[config.mk]
export PLATFORM = sky130hd
export DESIGN_NAME = power_ramp_sequencer
export DESIGN_NICKNAME = d
export VERILOG_FILES = /design/src/rtl/power_ramp_sequencer.sv
export SDC_FILE = /design/constraint.sdc
export NUM_CORES = 1
export LEC_CHECK = 0
export BUFFER_PORTS_ARGS = -buffer_cell sky130_fd_sc_hd__buf_2
export CAP_MARGIN = 20
export CORE_MARGIN = 4
export CORE_UTILIZATION = 44
export DETAILED_ROUTE_END_ITERATION = 16
export PLACE_DENSITY_LB_ADDON = 0.2
export SLEW_MARGIN = 10
export SYNTH_ARGS = -nofsm -noshare
export SYNTH_HDL_FRONTEND = slang
export SYNTH_SLANG_ARGS = --single-unit
[constraint.sdc]
create_clock -name clk -period 3.5 [get_ports clk]
set_input_delay 1.05 -clock clk [delete_from_list [all_inputs] [get_ports clk]]
set_output_delay 1.05 -clock clk [all_outputs]
set_load 0.005 [all_outputs]
[src/rtl/power_ramp_sequencer.sv]
// Staircase sequencer for the toggle-bank enables: ramps the enabled-bank count
// up to a captured target, holds, then ramps back to zero.
//
// state     | meaning
// IDLE      | waiting for start, all banks off
// RAMP_UP   | level +1 every dwell period until it reaches the target
// HOLD      | level parked at the target for the hold period
// RAMP_DOWN | level -1 every dwell period until zero
// DONE      | one-cycle completion pulse, then back to IDLE
module power_ramp_sequencer #(
  parameter int NUM_BANKS = 8,
  parameter int DWELL_W   = 8,
  parameter int HOLD_W    = 8,
  localparam int LW       = $clog2(NUM_BANKS + 1)
) (
  input  logic                 clk,
  input  logic                 rst,
  input  logic                 ena,
  input  logic                 start,
  input  logic                 stop,
  input  logic                 abort,
  input  logic [LW-1:0]        target_level,
  input  logic [DWELL_W-1:0]   dwell_cfg,
  input  logic [HOLD_W-1:0]    hold_cfg,
  output logic [NUM_BANKS-1:0] bank_en,
  output logic [LW-1:0]        level,
  output logic [2:0]           state,
  output logic                 busy,
  output logic                 done,
  output logic [7:0]           run_count
);

  localparam int CW = (DWELL_W > HOLD_W) ? DWELL_W : HOLD_W;

  typedef enum logic [2:0] {
    S_IDLE      = 3'd0,
    S_RAMP_UP   = 3'd1,
    S_HOLD      = 3'd2,
    S_RAMP_DOWN = 3'd3,
    S_DONE      = 3'd4
  } state_t;

  state_t               state_q, state_nxt;
  logic [LW-1:0]        level_q, level_nxt;
  logic [LW-1:0]        tgt_q, tgt_nxt, tgt_in;
  logic [DWELL_W-1:0]   dwell_q, dwell_nxt, dwell_in;
  logic [HOLD_W-1:0]    hold_q, hold_nxt, hold_in;
  logic [CW-1:0]        cnt_q, cnt_nxt, dwell_last, hold_last;
  logic [NUM_BANKS-1:0] bank_en_q, bank_en_nxt;
  logic                 busy_q, busy_nxt, done_q, done_nxt;
  logic [7:0]           run_count_q, run_count_nxt;
  logic                 dwell_tc, hold_tc, go;

  // Configuration is sanitised here and only ever sampled at start.
  assign tgt_in     = (target_level > LW'(NUM_BANKS)) ? LW'(NUM_BANKS) : target_level;
  assign dwell_in   = (dwell_cfg == '0) ? DWELL_W'(1) : dwell_cfg;
  assign hold_in    = (hold_cfg == '0) ? HOLD_W'(1) : hold_cfg;
  assign dwell_last = CW'(dwell_q) - CW'(1);
  assign hold_last  = CW'(hold_q) - CW'(1);
  assign dwell_tc   = (cnt_q == dwell_last);
  assign hold_tc    = (cnt_q == hold_last);
  assign go         = start && !abort;

  always_ff @(posedge clk or posedge rst) begin
    if (rst) begin
      state_q     <= S_IDLE;
      level_q     <= '0;
      tgt_q       <= '0;
      dwell_q     <= '0;
      hold_q      <= '0;
      cnt_q       <= '0;
      bank_en_q   <= '0;
      busy_q      <= 1'b0;
      done_q      <= 1'b0;
      run_count_q <= '0;
    end else begin
      state_q     <= state_nxt;
      level_q     <= level_nxt;
      tgt_q       <= tgt_nxt;
      dwell_q     <= dwell_nxt;
      hold_q      <= hold_nxt;
      cnt_q       <= cnt_nxt;
      bank_en_q   <= bank_en_nxt;
      busy_q      <= busy_nxt;
      done_q      <= done_nxt;
      run_count_q <= run_count_nxt;
    end
  end

  always_comb begin
    state_nxt = state_q;
    if (ena) begin
      case (state_q)
        S_IDLE:      if (go) state_nxt = (tgt_in == '0) ? S_DONE : S_RAMP_UP;
        S_RAMP_UP: begin
          if (abort)                                      state_nxt = S_IDLE;
          else if (stop)                                  state_nxt = (level_q == '0) ? S_DONE : S_RAMP_DOWN;
          else if (dwell_tc && (level_q + LW'(1) == tgt_q)) state_nxt = S_HOLD;
        end
        S_HOLD: begin
          if (abort)                state_nxt = S_IDLE;
          else if (stop || hold_tc) state_nxt = S_RAMP_DOWN;
        end
        S_RAMP_DOWN: begin
          if (abort)                                 state_nxt = S_IDLE;
          else if (dwell_tc && (level_q == LW'(1))) state_nxt = S_DONE;
        end
        default:     state_nxt = S_IDLE;
      endcase
    end
  end

  always_comb begin
    level_nxt = level_q;
    tgt_nxt   = tgt_q;
    dwell_nxt = dwell_q;
    hold_nxt  = hold_q;
    cnt_nxt   = cnt_q;
    if (ena) begin
      case (state_q)
        S_IDLE: if (go) begin
          tgt_nxt   = tgt_in;
          dwell_nxt = dwell_in;
          hold_nxt  = hold_in;
          cnt_nxt   = '0;
        end
        S_RAMP_UP: begin
          if (abort) begin
            level_nxt = '0;
            cnt_nxt   = '0;
          end else if (stop) begin
            cnt_nxt   = '0;
          end else if (dwell_tc) begin
            if (level_q < tgt_q) level_nxt = level_q + LW'(1);
            cnt_nxt = '0;
          end else begin
            cnt_nxt = cnt_q + CW'(1);
          end
        end
        S_HOLD: begin
          if (abort) begin
            level_nxt = '0;
            cnt_nxt   = '0;
          end else if (stop || hold_tc) begin
            cnt_nxt   = '0;
          end else begin
            cnt_nxt   = cnt_q + CW'(1);
          end
        end
        S_RAMP_DOWN: begin
          if (abort) begin
            level_nxt = '0;
            cnt_nxt   = '0;
          end else if (dwell_tc) begin
            if (level_q != '0) level_nxt = level_q - LW'(1);
            cnt_nxt = '0;
          end else begin
            cnt_nxt = cnt_q + CW'(1);
          end
        end
        default: begin
          level_nxt = '0;
          cnt_nxt   = '0;
        end
      endcase
    end

    for (int i = 0; i < NUM_BANKS; i++) bank_en_nxt[i] = (level_nxt > LW'(i));
    busy_nxt      = (state_nxt == S_RAMP_UP) || (state_nxt == S_HOLD) || (state_nxt == S_RAMP_DOWN);
    done_nxt      = (state_nxt == S_DONE);
    run_count_nxt = run_count_q;
    if ((state_nxt == S_DONE) && (state_q != S_DONE)) run_count_nxt = run_count_q + 8'd1;
  end

  assign bank_en   = bank_en_q;
  assign level     = level_q;
  assign state     = state_q;
  assign busy      = busy_q;
  assign done      = done_q;
  assign run_count = run_count_q;

endmodule

Yosys cells after proc, flatten, opt, wreduce, memory -nomap -nowiden
Cells that the tools add are included.
{"block": "word_totals", "inputBits": 26, "register_bits": 53, "wordCells": 88, "output_inout_bits": 25}
{"block": "op_classes", "n_mux": 33, "eq_ne": 13, "reduce_logical": 16, "n_addsub": 6, "magnitude_cmp": 10}
{"cell": "8-bit 2-to-1 mux", "count": 9}
{"cell": "4-bit 2-to-1 mux", "count": 10}
{"cell": "3-bit 2-to-1 mux", "count": 11}
{"cell": "8-bit one-hot mux with 4 select lines", "count": 1}
{"cell": "8-bit by 1-bit adder with 8-bit output (second input constant)", "count": 2}
{"cell": "8-bit == test", "count": 2}
{"cell": "4-bit by 3-bit > comparator with 1-bit output (second input constant)", "count": 4}
{"cell": "8-bit logical NOT", "count": 2}
{"cell": "4-bit one-hot mux with 4 select lines", "count": 1}
{"cell": "8-bit by 1-bit subtractor with 8-bit output (second input constant)", "count": 2}
{"cell": "3-bit by 2-bit == test with 1-bit output (second input constant)", "count": 4}
{"cell": "3-bit one-hot mux with 4 select lines", "count": 1}
{"cell": "4-bit by 1-bit > comparator with 1-bit output (second input constant)", "count": 2}
{"cell": "4-bit by 2-bit > comparator with 1-bit output (second input constant)", "count": 2}
{"cell": "4-bit logical NOT", "count": 2}
{"cell": "3-bit by 1-bit == test with 1-bit output (second input constant)", "count": 2}
{"cell": "4-bit by 1-bit adder with 4-bit output (second input constant)", "count": 1}
{"cell": "4-bit by 1-bit == test with 1-bit output (second input constant)", "count": 1}
{"cell": "4-bit == test", "count": 1}
{"cell": "4-bit > comparator (second input constant)", "count": 1}
{"cell": "1-bit logical AND", "count": 4}
{"cell": "4-bit < comparator", "count": 1}
{"cell": "4-bit nonzero test", "count": 1}
{"cell": "4-bit by 1-bit subtractor with 4-bit output (second input constant)", "count": 1}
{"cell": "8 further kinds", "count": 10}

Longest topological paths before layout
Gate-level depths: netlist of the first run.
{"block": "logic_depth", "depth_word": 11, "ltp_mapped": 12, "mapped_depth_nobuf": 11}

Worst setup path before layout of the first run
OpenSTA, ideal clock, no wires.
{"block": "synth_timing", "kind": "in2reg", "from": "input port abort", "to": "register bank_en_q[6], in the netlist bank_en[6]", "n_path_buf": 0, "cell_stages": 8, "slack_ps": 895, "required_ps": 3417, "setup_ps": 83, "arrival_time_ps": 2522, "path_cell_list": "nor3_1 and2_1 nand2_1 or3_1 o221a_2 o21ai_1 nand2_1 o21ai_0"}
{"block": "synth_between", "elab_chain_cells": 4, "word_cells_on_any_way": 6, "classes_between": "order compare (1); mux (5)"}
{"element": "start: declaration", "line": "21", "rtl": "input logic abort,"}
{"element": "4-bit 2-to-1 mux (on tied branches)", "line": "151, 128, 141"}
{"element": "4-bit one-hot mux with 4 select lines *", "line": "120", "rtl": "case (state_q)"}
{"element": "4-bit 2-to-1 mux *", "line": "119", "rtl": "if (ena) begin"}
{"element": "named net level_nxt[1]", "line": "44", "rtl": "logic [LW-1:0] level_q, level_nxt;"}
{"element": "4-bit by 3-bit > comparator with 1-bit output *", "line": "168", "rtl": "for (int i = 0; i < NUM_BANKS; i++) bank_en_nxt[i] = (level_nxt > LW'(i));"}
{"element": "named net bank_en_nxt[6]", "line": "49", "rtl": "logic [NUM_BANKS-1:0] bank_en_q, bank_en_nxt;"}
{"element": "end signal: assignment", "line": "83", "rtl": "bank_en_q <= bank_en_nxt;"}
{"element": "end: declaration", "line": "49"}
The timed path passes the listed nets; every way through them passes the cells marked *.
A chain may end at the register's enable or synchronous reset.

Worst setup path after layout of the first run
{"block": "layout_timing", "from": "register dwell_q[0]", "to": "register cnt_q[6]"}
{"block": "layout_between", "elab_chain_cells": 6, "word_cells_on_any_way": 7, "classes_between": "add/sub (1); eq/ne (1); mux (5)"}
{"element": "start: declaration", "line": "46", "rtl": "logic [DWELL_W-1:0] dwell_q, dwell_nxt, dwell_in;"}
{"element": "start signal: assignment", "line": "80", "rtl": "dwell_q <= dwell_nxt;"}
{"element": "8-bit by 1-bit subtractor with 8-bit output *", "line": "58", "rtl": "assign dwell_last = CW'(dwell_q) - CW'(1);"}
{"element": "8-bit == test *", "line": "60", "rtl": "assign dwell_tc = (cnt_q == dwell_last);"}
{"element": "8-bit 2-to-1 mux *", "line": "133, 154"}
{"element": "8-bit 2-to-1 mux", "line": "131", "rtl": "end else if (stop) begin"}
{"element": "8-bit 2-to-1 mux", "line": "128", "rtl": "if (abort) begin"}
{"element": "8-bit one-hot mux with 4 select lines *", "line": "120"}
{"element": "end signal: assignment", "line": "82", "rtl": "cnt_q <= cnt_nxt;"}
{"element": "end: declaration", "line": "48", "rtl": "logic [CW-1:0] cnt_q, cnt_nxt, dwell_last, hold_last;"}
Every way passes the cells marked *; elsewhere a longest branch is shown, timed or not.

==> flow_metrics.py, run 1 <==
metrics = {
    "detailed_routing": {
        "firstDrtPassIters": 4,
        "drc": 0,
        "avgViaCountPerCell": 5.36,
        "vias": 2660,
        "antenna_left": 0,
        "avgRoutedWirePerCell_um": 14.0,
        "wirelength_um": 6960,
        "drt_iter0_drc": 117,
    },
    "clock_tree": {
        "cts.path.max_buffers": 2,
        "post_cts_buffers": 0,
        "htreeDepth": 2,
        "worstSkewPairLatency_ps": 310,
        "cts_root_buffer": "clkbuf_8",
        "holdBufCountCts": 0,
        "clk_pin_slew_ps": 110,
        "cts.sinks": 53,
        "cts_resized": 0,
        "cts_tree": "yes",
        "numCtsBuffers": 5,
    },
    "timing": {
        "tightest_slew_ps": 664,
        "fin_crit_sh_pct": 84.1,
        "period_needed_ps": 2940,
        "rsz0062_at_grt": "no",
        "finalSetupViolations": 0,
        "setup_tns_ps": 0,
        "hold_viol": 0,
        "timing.fmax_mhz": 340,
        "fin_skew_ps": 7.67,
        "relSlewSlack_pct": 55.7,
        "slew_viol_final": 0,
        "holdWs_ps": 472,
    },
    "placement": {
        "dp.cells": 488,
        "hpwl_um": 5240,
        "gp_congestion": 0.867,
        "port_buffers": 50,
    },
    "final_layout": {
        "nFillCells": 697,
        "nets": 433,
        "final_cells": 496,
        "drive_above_1_share_pct": 21.7,
        "post-route-util_pct": 51.1,
        "area_growth_pct": 13.7,
        "antenna_cells": 0,
    },
    "synth": {
        "synth_warnings": 0,
        "synth_top_cell_by_area": "dfrtp_1",
        "yosysUniqueCellTypes": 52,
        "synthTopCellsByCount": "dfrtp_1 (53), nand2_1 (35), xnor2_1 (23)",
        "synth_ff_type": "dfrtp_1",
        "yosysMostFrequentCell": "dfrtp_1",
        "synth_cells": 349,
        "post_synth.cell_area_avg_um2": 9.29,
        "ys_top_cells_by_area": "dfrtp_1 (41%), xnor2_1 (6.2%), mux2_2 (5.9%)",
        "async_flop_share_pct": 100,
        "syn_nets": 386,
        "synth_edf_count": 0,
        "syn_area_mm2": 0.00324,
        "netlist.area_leader.share_pct": 40.9,
        "synth_seq_area_share_pct": 40.9,
        "synth_seq_cells": 53,
    },
    "grt": {
        "grt_pass1_wl_um": 11900,
        "grt_max_degree": 54,
        "antenna_found_initial": 0,
        "groute.usage.overall_pct": 16.6,
        "grt_pass1_vias": 2502,
        "grt_overflow_total": 0,
    },
    "die": {
        "core_area_mm2": 0.00721,
        "rows": 31,
        "dieArea_mm2": 0.00881,
        "die_y_um": 93.9,
        "io-pin-count": 51,
        "start_util_pct": 45.0,
        "dieWidth_um": 93.9,
    },
    "power_and_ir_drop": {
        "p_leak_nw": 1.73,
        "peakVddDrop_uv": 255,
        "cellPowerDensity_mw_per_mm2": 533,
    },
    "worst_setup_path": {
        "crit_start": "dwell_q[0]",
        "start_kind": "flop",
        "cp_max_fo": 13,
        "rrSetupSlack_ps": 560,
        "cp.required_ps": 3700,
        "r2r-start": "dwell_q[0]",
        "path_buf_inv": 3,
        "path_cells": "inv_1, ha_1, xnor2_1, a211oi_1, o211ai_1, a211oi_4, buf_4, a21oi_1, a31oi_1, buf_4, nor3_1, a211o_1",
        "cp.depth": 12,
        "cp_common_cell": "buf_4",
        "rr_worst_depth": 12,
        "cp_top_family": "compound AO/OA/AOI/OAI gates",
        "slowest_delay_ps": 440,
        "slowest_stage": "a211oi_4",
        "crit_type": "flop to flop",
        "reg2reg_to": "cnt_q[6]",
        "endpoint_kind": "flop",
        "cp.arrival_ps": 3150,
    },
    "worst_hold_path": {
        "min_from": "run_count[7]",
        "min_path_type": "flop to flop",
        "holdPathEnd": "run_count[7]",
        "hold_depth": 1,
    },
    "outcome": {
        "status": "finished, final reports clean",
    },
    "job": {
        "timing.max_cap.violations": 0,
    },
}
worst max-delay path by stage:
stage                               to
after floorplan             bank_en[6]
after global placement    run_count[1]
after detailed placement    bank_en[6]
after CTS                     cnt_q[6]
after global routing        bank_en[6]
final                         cnt_q[6]
cells by family (layout without fill, tap and decap cells):
kind of cell / Yosys count / count (layout) / synth area share, %
DFF: 53 / 53 / 40.9
muxes: 17 / 17 / 5.90
AOI/OAI and AO/OA: 66 / 66 / 14.1
adders and majority gates: 11 / 11 / 4.24
xor gates and xnor gates: 33 / 33 / 8.91
and+or+nand+nor: 134 / 134 / 21.6
buffers and inverters: 35 / 83 / 4.28
where the power goes:
part	leakage, nW	total, mW	switching (mW)	internal (mW)
registers	0.693	0.912	0.169	0.743
clock network	0.0423	0.367	0.221	0.146
logic	0.995	0.685	0.342	0.343
stage by stage:
| stage | power [mW] | cell area, um2 | setup slack (ps) |
|---|---|---|---|
| 6_report | 1.96 | 3690 | 557 |
| 3_5_place_dp | 1.61 | 3590 | 539 |
| 3_3_place_gp | 1.59 | 3590 | 570 |
| 5_1_grt | 2.12 | 3690 | 321 |
| 4_1_cts | 1.98 | 3690 | 566 |
| 2_1_floorplan | 1.42 | 3240 | 895 |
worst register-to-register path, stage by stage, from the launching register on:
cell and delay [ps]:
dfrtp_1 420, inv_1 80, ha_1 280, xnor2_1 160
a211oi_1 240, o211ai_1 230, a211oi_4 440, buf_4 260
a21oi_1 50, a31oi_1 150, buf_4 200, nor3_1 70
a211o_1 270
flip-flops by register name (all words and copies together), names as in the netlist:
| register | cells |
|---|---|
| cnt_q | 8 |
| run_count | 8 |
| tgt_q | 4 |
| state | 3 |
| hold_q | 8 |
| bank_en | 8 |
| busy | 1 |
| dwell_q | 8 |
| done | 1 |
| level | 4 |
per-layer routing:
| layer | part of all wire [%] | vias up | global-route usage (%) | wire length [um] |
|---|---|---|---|---|
| met5 | 0 | - | 0 | 0 |
| met1 | 45 | 1259 | 21.9 | 3150 |
| met3 | 4.1 | 6 | 2.88 | 286 |
| met4 | 1.3 | 0 | 4.57 | 92 |
| met2 | 49 | 57 | 28.0 | 3440 |
| li1 | - | 1338 | - | - |
cell usage in the layout (no fill, tap or decap), types with 3 or more instances in the layout:
cell type,count
dfrtp_1,53
buf_2,50
nand2_1,35
xnor2_1,23
inv_1,19
mux2_2,17
nand3_1,17
nor2_1,16
o21ai_0,15
a21oi_1,13
nor3_1,12
ha_1,11
xor2_1,10
nand4_1,9
and3_1,8
a21o_1,6
nand2b_1,5
nor2b_1,5
nor4_1,5
a31oi_1,5
clkbuf_8,5
buf_4,5
nor3b_1,4
and2_1,4
o211ai_1,3
o21ai_1,3
layout make-up:
| class | instances | area, um2 | area share (%) |
|---|---|---|---|
| Multi-Input combinational cell | 261 | 1780 | 48.2 |
| Inverter | 20 | 75.1 | 2.04 |
| Tap cell | 99 | 124 | 3.36 |
| Clock buffer | 5 | 68.8 | 1.87 |
| Sequential cell | 53 | 1330 | 36.0 |
| Timing Repair Buffer | 55 | 288 | 7.81 |
| Clock inverter | 3 | 26.3 | 0.713 |
Power figures use the tool's default switching activity.
==> run 2, diff against run 1 <==
==> constraint.sdc (replaced) <==
create_clock -name clk -period 2.7 [get_ports clk]
set_input_delay 0.81 -clock clk [delete_from_list [all_inputs] [get_ports clk]]
set_output_delay 0.81 -clock clk [all_outputs]
set_load 0.005 [all_outputs]
==> run 2 against run 1 <==
Compared with the run above: combinational power is 45% higher; final cell count is 4.0% higher; critical path type unchanged; wire length is 5.5% higher; non-clock buffer count is 20 higher; highest routed layer unchanged; fmax is 16% higher; sequential power is 28% higher; global-route usage is 0.63 points higher; clock skew is 2.2 ps lower; clock power is 49% higher; die area stayed put; power is 38% higher.
==> flow_metrics.py, run 2 (same netlist as run 1, synthesis figures left out) <==
metrics = {
    "worst_setup_path": {
        "endpoint_kind": "flop",
        "cp_top_family": "compound AO/OA/AOI/OAI gates",
        "crit_type": "flop to flop",
        "crit_start": "dwell_q[0]",
        "slowest_delay_ps": 420,
        "cp.arrival_ps": 2770,
        "rrSetupSlack_ps": 160,
        "rr_worst_depth": 11,
        "path_buf_inv": 3,
        "r2r-start": "dwell_q[0]",
        "start_kind": "flop",
        "reg2reg_to": "bank_en[6]",
        "crit_end": "bank_en[6]",
        "cp.required_ps": 2930,
        "cp.depth": 11,
        "slowest_stage": "dfrtp_1",
        "cp_max_fo": 8,
        "path_cells": "inv_1, ha_1, buf_4, nor3b_1, o211ai_1, a211oi_4, buf_2, a31o_2, o21ai_1, nand2_1, o21ai_0",
    },
    "job": {
        "timing.max_cap.violations": 0,
    },
    "worst_hold_path": {
        "min_path_type": "flop to flop",
    },
    "grt": {
        "grt_pass1_vias": 2619,
        "grt_pass1_wl_um": 12300,
        "groute.usage.overall_pct": 17.2,
        "grt_max_degree": 54,
        "grt_overflow_total": 0,
        "antenna_found_initial": 0,
    },
    "power_and_ir_drop": {
        "peakVddDrop_uv": 408,
        "cellPowerDensity_mw_per_mm2": 697,
        "p_leak_nw": 1.86,
    },
    "final_layout": {
        "antenna_cells": 0,
        "area_growth_pct": 19.9,
        "nets": 453,
        "mostFrequentLayoutCells": "dfrtp_1 (53), buf_2 (51), nand2_1 (35)",
        "final_common_cell": "dfrtp_1",
        "post-route-util_pct": 53.9,
        "area.sequential_mm2": 0.00133,
        "design_area_mm2": 0.00389,
        "multiInputGateArea_mm2": 0.00180,
        "drive_above_1_share_pct": 26.4,
        "nFillCells": 704,
    },
    "die": {
        "dieWidth_um": 93.9,
        "die_y_um": 93.9,
        "start_util_pct": 45.0,
        "dieArea_mm2": 0.00881,
        "io-pin-count": 51,
        "rows": 31,
        "core_area_mm2": 0.00721,
    },
    "clock_tree": {
        "cts_root_buffer": "clkbuf_8",
        "worstSkewPairLatency_ps": 300,
        "numCtsBuffers": 5,
        "clk_pin_slew_ps": 100,
        "cts.path.max_buffers": 2,
        "htreeDepth": 2,
        "cts_tree": "yes",
        "cts.sinks": 53,
        "holdBufCountCts": 0,
    },
    "timing": {
        "rsz0062_at_grt": "no",
        "hold_viol": 0,
        "fin_skew_ps": 5.49,
        "slew_viol_final": 0,
        "setup_tns_ps": 0,
        "holdWs_ps": 467,
        "finalSetupViolations": 0,
        "fin_crit_sh_pct": 94.2,
        "timing.fmax_mhz": 393,
        "period_needed_ps": 2540,
        "tightest_slew_ps": 494,
        "relSlewSlack_pct": 66.2,
    },
    "detailed_routing": {
        "dr.max_layer_used": "met4",
        "antenna_left": 0,
        "drt_iter0_drc": 153,
        "dr_wl_met3_um": 325,
        "avgRoutedWirePerCell_um": 14.2,
        "firstDrtPassIters": 4,
        "met1Wirelength_um": 3200,
        "avgViaCountPerCell": 5.44,
        "vias": 2809,
        "wirelength_um": 7350,
        "drc": 0,
        "wl_met2_um": 3720,
    },
    "placement": {
        "port_buffers": 50,
        "hpwl_um": 5550,
        "dpl_cell_area_mm2": 0.00373,
        "gp_congestion": 0.921,
    },
    "outcome": {
        "status": "finished, final reports clean",
    },
}
[run 2: area by class of cell]
type | instances | share of cell area [%]
well taps | 99 | 3.19
inverters | 20 | 1.93
clock inverters | 3 | 1.13
repair buffers | 75 | 11.6
multi-input cells | 261 | 46.3
clock buffers | 5 | 1.77
flip-flops and latches | 53 | 34.1
[run 2: worst min-delay path by stage]
stage | slack, ps | to | cells after the start | start
floorplan | 450 | tgt_q[0] | 2 | tgt_q[0]
global placement | 460 | run_count[7] | 1 | run_count[7]
detailed placement | 460 | run_count[7] | 1 | run_count[7]
CTS | 480 | run_count[7] | 1 | run_count[7]
global route | 490 | run_count[7] | 1 | run_count[7]
finish | 470 | run_count[7] | 1 | run_count[7]
[run 2: timing repair]
action / CTS / global route
endpoints found under the setup margin: 0 / 21
gates resized for setup: 0 / 5
setup buffers: 0 / 2
[run 2: report_power, final]
group | internal (mW) | leakage, nW | switching (mW)
clock network | 0.278 | 0.0585 | 0.267
registers | 0.963 | 0.693 | 0.208
logic | 0.503 | 1.11 | 0.491
total | 1.74 | 1.86 | 0.967
[run 2: routing by layer]
layer  up-vias  global-route usage [%]
met5         -                       0
met3         8                    2.88
met2        60                    30.2
met1      1369                    21.7
met4         0                    5.05
li1       1372                       -
[run 2: metrics by stage]
stage                     setup WS [ps]  std cells  power, mW
final                               157        516       2.71
after global routing               13.9        516       2.91
after detailed placement           80.9        505       2.15
after global placement              117        505       2.12
after CTS                          36.0        513       2.71
after floorplan                     112        349       1.84
